[src/rtl/huff_pkg.sv]
// Shared types and constants for the canonical-Huffman stream decoder.
//   huff_state_t : controller states (IDLE, CALC, RUN)
//   DEF_*        : default parameter values
//   width_of()   : index width for n distinct values, never below 1
package huff_pkg;

  typedef enum logic [1:0] {IDLE, CALC, RUN} huff_state_t;

  localparam int DEF_SYM_W      = 8;
  localparam int DEF_MAX_LEN    = 12;
  localparam int DEF_NUM_SYMS   = 256;
  localparam int DEF_FIFO_DEPTH = 4;

  function automatic int width_of(input int n);
    return (n <= 2) ? 1 : $clog2(n);
  endfunction

endpackage

[src/rtl/huff_out_fifo.sv]
// Output symbol FIFO for the Huffman decoder.
//   clk, rst        : clock, synchronous active-high reset (empties the FIFO)
//   push, wr_data   : write side (ignored when full)
//   pop, rd_data    : read side; rd_data is the head, forced to 0 when empty
//   full, empty     : status
//   count           : registered occupancy
module huff_out_fifo
  import huff_pkg::*;
#(
  parameter int W     = DEF_SYM_W,
  parameter int DEPTH = DEF_FIFO_DEPTH
) (
  input  logic                          clk,
  input  logic                          rst,
  input  logic                          push,
  input  logic [W-1:0]                  wr_data,
  input  logic                          pop,
  output logic [W-1:0]                  rd_data,
  output logic                          full,
  output logic                          empty,
  output logic [width_of(DEPTH+1)-1:0]  count
);

  localparam int AW = width_of(DEPTH);
  localparam int OW = width_of(DEPTH+1);

  logic [W-1:0]  mem [DEPTH];
  logic [AW-1:0] wr_ptr, rd_ptr;
  logic          do_push, do_pop;

  assign full    = (count == OW'(DEPTH));
  assign empty   = (count == '0);
  assign do_push = push && !full;
  assign do_pop  = pop && !empty;
  // Head is masked so the output reads 0 out of reset without clearing mem.
  assign rd_data = empty ? '0 : mem[rd_ptr];

  always_ff @(posedge clk) begin
    if (do_push) mem[wr_ptr] <= wr_data;
  end

  always_ff @(posedge clk) begin
    if (rst) begin
      wr_ptr <= '0;
      rd_ptr <= '0;
      count  <= '0;
    end else begin
      if (do_push) wr_ptr <= (wr_ptr == AW'(DEPTH-1)) ? '0 : wr_ptr + AW'(1);
      if (do_pop)  rd_ptr <= (rd_ptr == AW'(DEPTH-1)) ? '0 : rd_ptr + AW'(1);
      case ({do_push, do_pop})
        2'b10:   count <= count + OW'(1);
        2'b01:   count <= count - OW'(1);
        default: count <= count;
      endcase
    end
  end

endmodule

[src/rtl/huff_stream_decoder.sv]
// Bit-serial canonical-Huffman decoder with runtime-loaded code table.
//   clk, rst                         : clock, synchronous active-high reset
//   serial_in/valid/ready            : compressed bit stream, MSB of code first
//   cfg_cnt_we, cfg_len, cfg_cnt     : per-length code count writes
//   cfg_sym_we, cfg_sym_idx, cfg_sym : canonical symbol list writes
//   cfg_commit                       : rebuild first[]/base[] from the counts
//   ext_char/ext_en/ext_ready        : decoded symbol stream (FIFO head)
//   table_ok                         : table built and decoding (RUN)
//   table_err                        : sticky oversubscribed-table flag
//   code_err                         : one-cycle pulse, MAX_LEN bits with no match
module huff_stream_decoder
  import huff_pkg::*;
#(
  parameter int SYM_W      = DEF_SYM_W,
  parameter int MAX_LEN    = DEF_MAX_LEN,
  parameter int NUM_SYMS   = DEF_NUM_SYMS,
  parameter int FIFO_DEPTH = DEF_FIFO_DEPTH
) (
  input  logic                              clk,
  input  logic                              rst,
  input  logic                              serial_in,
  input  logic                              serial_valid,
  output logic                              serial_ready,
  input  logic                              cfg_cnt_we,
  input  logic [width_of(MAX_LEN+1)-1:0]    cfg_len,
  input  logic [width_of(NUM_SYMS+1)-1:0]   cfg_cnt,
  input  logic                              cfg_sym_we,
  input  logic [width_of(NUM_SYMS)-1:0]     cfg_sym_idx,
  input  logic [SYM_W-1:0]                  cfg_sym,
  input  logic                              cfg_commit,
  output logic [SYM_W-1:0]                  ext_char,
  output logic                              ext_en,
  input  logic                              ext_ready,
  output logic                              table_ok,
  output logic                              table_err,
  output logic                              code_err
);

  localparam int LW    = width_of(MAX_LEN+1);
  localparam int CNT_W = width_of(NUM_SYMS+1);
  localparam int IDX_W = width_of(NUM_SYMS);
  localparam int CW    = MAX_LEN + 1;
  localparam int OCC_W = width_of(FIFO_DEPTH+1);

  huff_state_t state, state_nxt;

  // count_cfg collects writes; count_act is the table the decoder uses and
  // is only refreshed on commit, so count writes during RUN stay invisible
  // until the next build. Index 0 is never written and reads as 0.
  logic [CNT_W-1:0] count_cfg [MAX_LEN+1];
  logic [CNT_W-1:0] count_act [MAX_LEN+1];
  logic [CW-1:0]    first_r   [MAX_LEN+1];
  logic [CW-1:0]    base_r    [MAX_LEN+1];
  logic [SYM_W-1:0] symtab    [NUM_SYMS];

  logic [LW-1:0]        calc_l, calc_prev;
  logic [CW-1:0]        first_l, base_l;
  logic                 calc_over;
  logic [MAX_LEN-2:0]   code;
  logic [LW-1:0]        len;
  logic [MAX_LEN-1:0]   new_code;
  logic [LW-1:0]        new_len;
  logic [CW-1:0]        code_ext, diff, idx_full;
  logic                 hit, at_max, accept, take_commit, cfg_en, push;
  logic [IDX_W-1:0]     sym_idx;
  logic                 fifo_full, fifo_empty;
  logic [OCC_W-1:0]     fifo_cnt;

  assign cfg_en      = (state != CALC);
  assign take_commit = cfg_commit && cfg_en;
  assign serial_ready = (state == RUN) && (fifo_cnt < OCC_W'(FIFO_DEPTH));
  assign accept      = serial_valid && serial_ready;
  assign table_ok    = (state == RUN);
  assign ext_en      = !fifo_empty;

  // ---- table build: one code length per CALC cycle ----
  assign calc_prev = calc_l - LW'(1);
  always_comb begin
    first_l = '0;
    base_l  = '0;
    if (calc_l != LW'(1)) begin
      first_l = (first_r[calc_prev] + CW'(count_cfg[calc_prev])) << 1;
      base_l  = base_r[calc_prev] + CW'(count_cfg[calc_prev]);
    end
    calc_over = (first_l + CW'(count_cfg[calc_l])) > (CW'(1) << calc_l);
  end

  // ---- decode: extend the code by one bit and test against length len+1 ----
  assign new_code = {code, serial_in};
  assign new_len  = len + LW'(1);
  assign code_ext = CW'(new_code);
  assign diff     = code_ext - first_r[new_len];
  // A code below first[] would wrap diff to a large value; the explicit
  // compare keeps that case a miss even for pathological counts.
  assign hit      = (code_ext >= first_r[new_len]) && (diff < CW'(count_act[new_len]));
  assign at_max   = (new_len == LW'(MAX_LEN));
  assign idx_full = base_r[new_len] + diff;
  assign sym_idx  = IDX_W'(idx_full % CW'(NUM_SYMS));
  // A commit in the same cycle wins: the in-flight bit is dropped.
  assign push     = accept && hit && !take_commit;

  always_comb begin
    state_nxt = state;
    case (state)
      IDLE: if (cfg_commit) state_nxt = CALC;
      CALC: begin
        if (calc_over)                     state_nxt = IDLE;
        else if (calc_l == LW'(MAX_LEN))   state_nxt = RUN;
      end
      RUN:  if (cfg_commit) state_nxt = CALC;
      default: state_nxt = IDLE;
    endcase
  end

  always_ff @(posedge clk) begin
    if (rst) state <= IDLE;
    else     state <= state_nxt;
  end

  always_ff @(posedge clk) begin
    if (rst) begin
      for (int i = 0; i <= MAX_LEN; i++) begin
        count_cfg[i] <= '0;
        count_act[i] <= '0;
        first_r[i]   <= '0;
        base_r[i]    <= '0;
      end
      calc_l    <= '0;
      code      <= '0;
      len       <= '0;
      table_err <= 1'b0;
      code_err  <= 1'b0;
    end else begin
      code_err <= 1'b0;
      if (cfg_en && cfg_cnt_we && cfg_len != '0 && cfg_len <= LW'(MAX_LEN))
        count_cfg[cfg_len] <= cfg_cnt;
      if (take_commit) begin
        for (int i = 0; i <= MAX_LEN; i++) count_act[i] <= count_cfg[i];
        calc_l    <= LW'(1);
        table_err <= 1'b0;
        code      <= '0;
        len       <= '0;
      end else if (state == CALC) begin
        first_r[calc_l] <= first_l;
        base_r[calc_l]  <= base_l;
        calc_l          <= calc_l + LW'(1);
        if (calc_over) table_err <= 1'b1;
      end else if (accept) begin
        if (hit || at_max) begin
          code     <= '0;
          len      <= '0;
          code_err <= !hit;
        end else begin
          code <= new_code[MAX_LEN-2:0];
          len  <= new_len;
        end
      end
    end
  end

  // Symbol list is deliberately not reset; it survives rst.
  always_ff @(posedge clk) begin
    if (cfg_en && cfg_sym_we) symtab[cfg_sym_idx] <= cfg_sym;
  end

  huff_out_fifo #(.W(SYM_W), .DEPTH(FIFO_DEPTH)) u_fifo (
    .clk     (clk),
    .rst     (rst),
    .push    (push && !fifo_full),
    .wr_data (symtab[sym_idx]),
    .pop     (ext_ready),
    .rd_data (ext_char),
    .full    (fifo_full),
    .empty   (fifo_empty),
    .count   (fifo_cnt)
  );

endmodule

[config.mk]
export PLATFORM = sky130hd
export DESIGN_NAME = huff_stream_decoder
export DESIGN_NICKNAME = d
export VERILOG_FILES = /design/src/rtl/huff_pkg.sv /design/src/rtl/huff_out_fifo.sv /design/src/rtl/huff_stream_decoder.sv
export SDC_FILE = /design/constraint.sdc
export NUM_CORES = 2
export LEC_CHECK = 0
export BUFFER_PORTS_ARGS = -buffer_cell sky130_fd_sc_hd__buf_4
export CAP_MARGIN = 20
export CORE_MARGIN = 4
export CORE_UTILIZATION = 60
export CTS_CLUSTER_DIAMETER = 100
export DETAILED_ROUTE_END_ITERATION = 8
export GPL_TIMING_DRIVEN = 0
export PLACE_DENSITY_LB_ADDON = 0.08
export SLEW_MARGIN = 20
export SYNTH_ARGS = -nofsm -noshare
export SYNTH_HDL_FRONTEND = slang
export SYNTH_SLANG_ARGS = --single-unit
[constraint.sdc]
create_clock -name clk -period 23.9 [get_ports clk]
set_input_delay 3.585 -clock clk [delete_from_list [all_inputs] [get_ports clk]]
set_output_delay 3.585 -clock clk [all_outputs]
set_load 0.01 [all_outputs]
* Word-level counts from Yosys, hierarchy flattened
Memory sizes are Yosys's and may differ from the RTL's. A register that Yosys moved wholly into a read port is not among the register bits. Cells that the tools add are included.
Operators by class: divide/modulo/power cells 0, add/sub/neg operators 12, multiply operators 0, multiplexer cells 54, shift operators 1, bitwise operators 16, magnitude comparators 5, eq/ne operators 13, reductions and logical operators 32
Operators by type and width (number):
- 9-bit two-way mux | 14
- 13-bit two-way mux | 4
- 13-bit by 9-bit adder with 13-bit output | 2
- 13-bit OR reduction | 2
- 1-bit two-way mux | 21
- 4-bit two-way mux | 4
- 2-bit two-way mux | 7
- 12-bit by 13-bit greater-or-equal comparator with 1-bit output | 1
- 13-bit > comparator | 1
- 1-bit logical AND | 13
- 13-bit by 9-bit less-than comparator with 1-bit output | 1
- 1-bit OR | 13
- 1-bit by 4-bit << shifter with 13-bit output (first input constant) | 1
- 12-bit by 13-bit subtractor with 13-bit output | 1
- 12-bit by 9-bit adder with 12-bit output | 1
- 11-bit two-way mux | 1
- 9-bit OR reduction | 1
- 4-bit by 1-bit adder with 4-bit output (second input constant) | 2
- 8-bit adder | 1
- 2-bit == test (second input constant) | 4
- 4-bit == test (second input constant) | 2
- 8-bit two-way mux | 1
- 3-bit one-hot mux with 2 select lines | 1
- 2-bit AND reduction | 3
- other kinds (21) | 31
Word-level totals: memory bits (writable) 2652, latch bits 0, memories 6, bits in read-only memories 0, bits of input ports 37, output and inout port bits 13, flip-flop bits (word level) 30
Memories:
- symtab | depth 256, width 8, read ports 1, clocked after memory_dff 0, write ports 1, RTL line huff_stream_decoder.sv:54 | logic [SYM_W-1:0] symtab [NUM_SYMS];
- base_r | depth 13, width 13, read ports 2, clocked after memory_dff 0, write ports 13, RTL line huff_stream_decoder.sv:53 | logic [CW-1:0] base_r [MAX_LEN+1];
- first_r | depth 13, width 13, read ports 2, clocked after memory_dff 0, write ports 13, RTL line huff_stream_decoder.sv:52 | logic [CW-1:0] first_r [MAX_LEN+1];
- count_act | depth 13, width 9, read ports 1, clocked after memory_dff 0, write ports 13, RTL line huff_stream_decoder.sv:51 | logic [CNT_W-1:0] count_act [MAX_LEN+1];
- count_cfg | depth 13, width 9, read ports 15, clocked after memory_dff 0, write ports 13, RTL line huff_stream_decoder.sv:50 | logic [CNT_W-1:0] count_cfg [MAX_LEN+1];
- u_fifo.mem | depth 4, width 8, read ports 1, clocked after memory_dff 1, write ports 1, RTL line huff_out_fifo.sv:27 | logic [W-1:0] mem [DEPTH];

* Logic depth before layout (Yosys ltp)
An unclocked memory read counts as a cell.
word-level depth 11, depth in mapped cells 39, depth with buffers taken out 27

* By module
From an unflattened synthesis, not the netlist that was laid out.
Second synthesis, totals: cell total of the unflattened synthesis 5810, area, all modules 112430.3 sq um
By module, submodules not included:
- huff_stream_decoder | cells an instance 5706, area each 110726.2 sq um, sequential area each 79316.1 sq um, times used 1
- huff_out_fifo | cells an instance 104, area each 1704.1 sq um, sequential area each 1141.1 sq um, times used 1

* Worst setup path after synthesis
OpenSTA, ideal clock, no wires.
kind register to register, start register calc_l[0], end register table_err, arrival 8.282 ns, clock period less this slack 8.619 ns, setup slack 15.281 ns, data required time 23.563 ns, stages on the path, launching flop included 40, path through dfxtp_1 -> buf_4 -> buf_6 -> buf_6 -> buf_2 -> buf_1 -> clkbuf_1 -> inv_1 -> ha_1 -> clkbuf_1 -> buf_2 -> clkbuf_1 -> buf_2 -> buf_1 -> mux4_2 -> mux4_2 -> ha_1 -> inv_1 -> [... 4 more ...] -> o21ai_0 -> nor2_1 -> xnor2_1 -> nand2_1 -> clkbuf_1 -> inv_1 -> ha_1 -> o21ai_0 -> a21o_1 -> a21oi_1 -> xnor2_1 -> ha_1 -> a21o_1 -> a21o_1 -> a21oi_1 -> o211a_1 -> or3_1 -> a21oi_1
Between the ends: word-level cells in the longest chain between the ends 7, elaborated cells between the ends (all ways) 10
Ends and longest elaborated chain:
- start: declaration | RTL line huff_stream_decoder.sv:56 | logic [LW-1:0] calc_l, calc_prev;
- start signal: assignment | RTL line huff_stream_decoder.sv:146 | calc_l <= calc_l + LW'(1);
- 4-bit by 1-bit subtractor with 4-bit output | RTL line huff_stream_decoder.sv:77 | assign calc_prev = calc_l - LW'(1);
- memory read 13 x 13 bit or memory read 13 x 9 bit (tied branches)
- 12-bit by 9-bit adder with 12-bit output | RTL line huff_stream_decoder.sv:82 | first_l = (first_r[calc_prev] + CW'(count_cfg[calc_prev])) << 1;
- 13-bit two-way mux (*) | RTL line huff_stream_decoder.sv:81 | if (calc_l != LW'(1)) begin
- net first_l[8] | RTL line huff_stream_decoder.sv:57 | logic [CW-1:0] first_l, base_l;
- 13-bit by 9-bit adder with 13-bit output (*) | RTL line huff_stream_decoder.sv:85 | calc_over = (first_l + CW'(count_cfg[calc_l])) > (CW'(1) << calc_l);
- 13-bit > comparator (*) | RTL line huff_stream_decoder.sv:85
- 2-bit AND reduction (no line) (*)
- end signal: assignment | RTL line huff_stream_decoder.sv:131 | table_err <= 1'b0;
- end signal: assignment | RTL line huff_stream_decoder.sv:140 | table_err <= 1'b0;
- end signal: assignment | RTL line huff_stream_decoder.sv:147 | if (calc_over) table_err <= 1'b1;
- end: declaration | RTL line huff_stream_decoder.sv:35 | output logic table_err,
The timed path passes the listed nets; every way through them passes the cells marked *. A chain may end at the register's enable or synchronous reset.

* Final worst setup path
Ends and elaborated chain as after synthesis.

==> results.sh <==
export IMPL_outcome="finished, final reports clean"
export IMPL_grt_max_degree=121
export IMPL_avgSynthCellArea_um2=19.3
export IMPL_netlist_area_mm2=0.112
export IMPL_area_growth_pct=12.5
export IMPL_avgRoutedWirePerCell_um=36.6
export IMPL_vdd_ir_drop_max_v=0.0000788
export IMPL_clock_sinks=2693
export IMPL_min_period_over_period_pct=53.0
export IMPL_hold_viol_final=0
export IMPL_p_total_uw=13100
export IMPL_drtIter0Drc=9121
export IMPL_critPathMostFrequentCell="clkbuf_1"
export IMPL_fmax_mhz=78.9
export IMPL_rsz0062_at_grt="false"
export IMPL_p_leak_uw=0.0410
export IMPL_critPathMaxFanout=10
export IMPL_layout_common_cells="edfxtp_1, mux4_2, nor2_1"
export IMPL_post_cts_buffers=0
export IMPL_cts_root_buf="clkbuf_16"
export IMPL_rows=158
export IMPL_clock_path_buffers=4
export IMPL_cts_buffers_inserted=292
export IMPL_cp_arrival_ns=13.52
export IMPL_skew_ns=0.0457
export IMPL_pin_count=50
export IMPL_fill_cells=12000
export IMPL_start_util_pct=60.4
export IMPL_post_synth_num_cell_types=70
export IMPL_numPortBuffers=47
export IMPL_synth_edff_count=2652
export IMPL_cts_hold_buf=0
export IMPL_critPathMaxStageDelay_ns=0.93
export IMPL_vias=61800
export IMPL_ys_seq_area_share_pct=71.6
export IMPL_wirelength_mm=327
export IMPL_start_kind="flip-flop"
export IMPL_grt_pass1_wl_mm=458
export IMPL_hp_class="flip-flop to flip-flop"
export IMPL_drtPass1Iterations=7
export IMPL_timing_critical_path_slowest_stage_cell="clkbuf_1"
export IMPL_worstSetupEndpointType="flip-flop"
export IMPL_grtUsageTotal_pct=34.2
export IMPL_vias_per_cell=6.91
export IMPL_crit_type="flip-flop to flip-flop"
export IMPL_final_common_cell="edfxtp_1"
export IMPL_gp_congestion=0.975
export IMPL_coreArea_mm2=0.186
export IMPL_ys_async_sr_fraction_pct=0
export IMPL_cts_tree="built"
export IMPL_place_hpwl_mm=222
export IMPL_clk_latency_ns=0.92
export IMPL_fp_dieH_um=441
export IMPL_worst_pin_slew_ns=1.31
export IMPL_overflow=0
export IMPL_clk_pin_slew_ns=0.06
export IMPL_nets=6376
export IMPL_max_cap_violations=0
export IMPL_slew_violations=0
export IMPL_max_slew_margin_rel_pct=12.7
export IMPL_ant_nets=0
export IMPL_ctsHtreeMaxLevel=5
export IMPL_drive_above_1_share_pct=24.6
export IMPL_post_cts_resized=0
export IMPL_required_ns=24.75
export IMPL_syn_inst=5811
export IMPL_synth_ff_type="edfxtp_1"
export IMPL_setup_viol=0
export IMPL_antenna_found_initial=10
export IMPL_fin_setup_tns_ns=0
export IMPL_die_width_um=441
export IMPL_die_area_mm2=0.194
export IMPL_synth_seq_cells=2693
export IMPL_grt_pass1_vias=60900
export IMPL_power_density_mw_per_mm2=103
export IMPL_drc=0
export IMPL_min_period_ns=12.67
export IMPL_yosys_warnings=0
report_power, final:
group | switching [uW] | internal (uW)
clock | 1790 | 2520
combinational | 2260 | 1120
sequential | 31.2 | 5340
critical path, delay by kind of cell, from the launching register on:
family                   cells  cell delay (ns)
flip-flops                   1             0.37
adder cells (fa/ha/maj)      5             2.09
AO/OA/AOI/OAI               10             2.25
buffers and inverters       14             6.05
AND/OR/NAND/NOR              3             0.71
XOR/XNOR                     1             0.18
multiplexers                 2             0.88
per-stage QoR:
step / instance area, um2 / hold WS, ns / utilization, % / setup slack [ns] / std cells
after detailed placement: 117000 / 0.444 / 63.2 / 11.35 / 8441
after global placement: 116000 / 0.446 / 62.4 / 10.80 / 8393
after global routing: 126000 / 0.491 / 68.0 / 11.01 / 8939
after floorplan: 113000 / 0.432 / - / 15.28 / 5866
after CTS: 126000 / 0.454 / 67.9 / 11.29 / 8933
final: 126000 / 0.452 / 68.0 / 11.23 / 8947
Yosys cell counts, types with 45 or more instances:
library cell / number / area [um2]
edfxtp_1: 2652 / 79600
mux4_2: 896 / 20200
nor2_1: 563 / 2110
nand2_1: 303 / 1140
clkbuf_1: 256 / 961
and2_1: 121 / 757
nand3_1: 105 / 526
and3_1: 91 / 569
inv_1: 80 / 300
ha_1: 76 / 951
buf_2: 67 / 335
buf_1: 47 / 176
mux2i_1: 45 / 450
area by class of cell:
| cell class | instances | area (um2) | area share, % |
|---|---|---|---|
| Inverter | 81 | 304 | 0.241 |
| Clock buffer | 372 | 7740 | 6.13 |
| Clock inverter | 120 | 1160 | 0.915 |
| Antenna cell | 12 | 30.0 | 0.0238 |
| Buffer | 376 | 1610 | 1.28 |
| Sequential cell | 2693 | 80500 | 63.7 |
| Timing Repair Buffer | 97 | 1520 | 1.20 |
| Multi-Input combinational cell | 2716 | 30400 | 24.1 |
| Tap cell | 2480 | 3100 | 2.46 |
path summary, 6_finish.rpt:
check | start | endpoint | slack [ns] | cells past startpoint
max | calc_l[0] | table_err | 11.23 | 35
min | table_err | table_err | 0.45 | 2
max reg2reg | calc_l[0] | table_err | 11.23 | 35
min reg2reg | table_err | table_err | 0.45 | 2
logic make-up (layout without fill, tap and decap cells):
logic type               count (synthesis)  after routing  share of synthesized area [%]
XOR/XNOR                                38             38                          0.310
other                                    1             68                        0.00334
AND/OR/NAND/NOR                       1368           1368                           5.60
flip-flops                            2693           2693                           71.6
buffers and inverters                  457           1046                           1.63
multiplexers                           953            953                           18.5
AO/OA/AOI/OAI                          219            219                           1.39
adder cells (fa/ha/maj)                 82             82                          0.954
routing by layer:
metal,vias to the layer above,track usage (%),part of all wire (%)
met2,4269,50.5,46
li1,24500,-,-
met1,32200,46.0,35
met4,4,18.2,6.3
met5,-,0,0.0070
met3,857,11.3,13
sequential cells by signal, summed over array words and instances (netlist names), 2 cells and up, named ones only:
signal / count
base_r: 128
calc_l: 4
code: 11
count_act: 117
count_cfg: 144
first_r: 192
len: 4
state: 2
symtab: 2048
u_fifo.count: 3
u_fifo.mem: 32
u_fifo.rd_ptr: 2
u_fifo.wr_ptr: 2
Note: power is estimated with default switching activity, not from simulation.
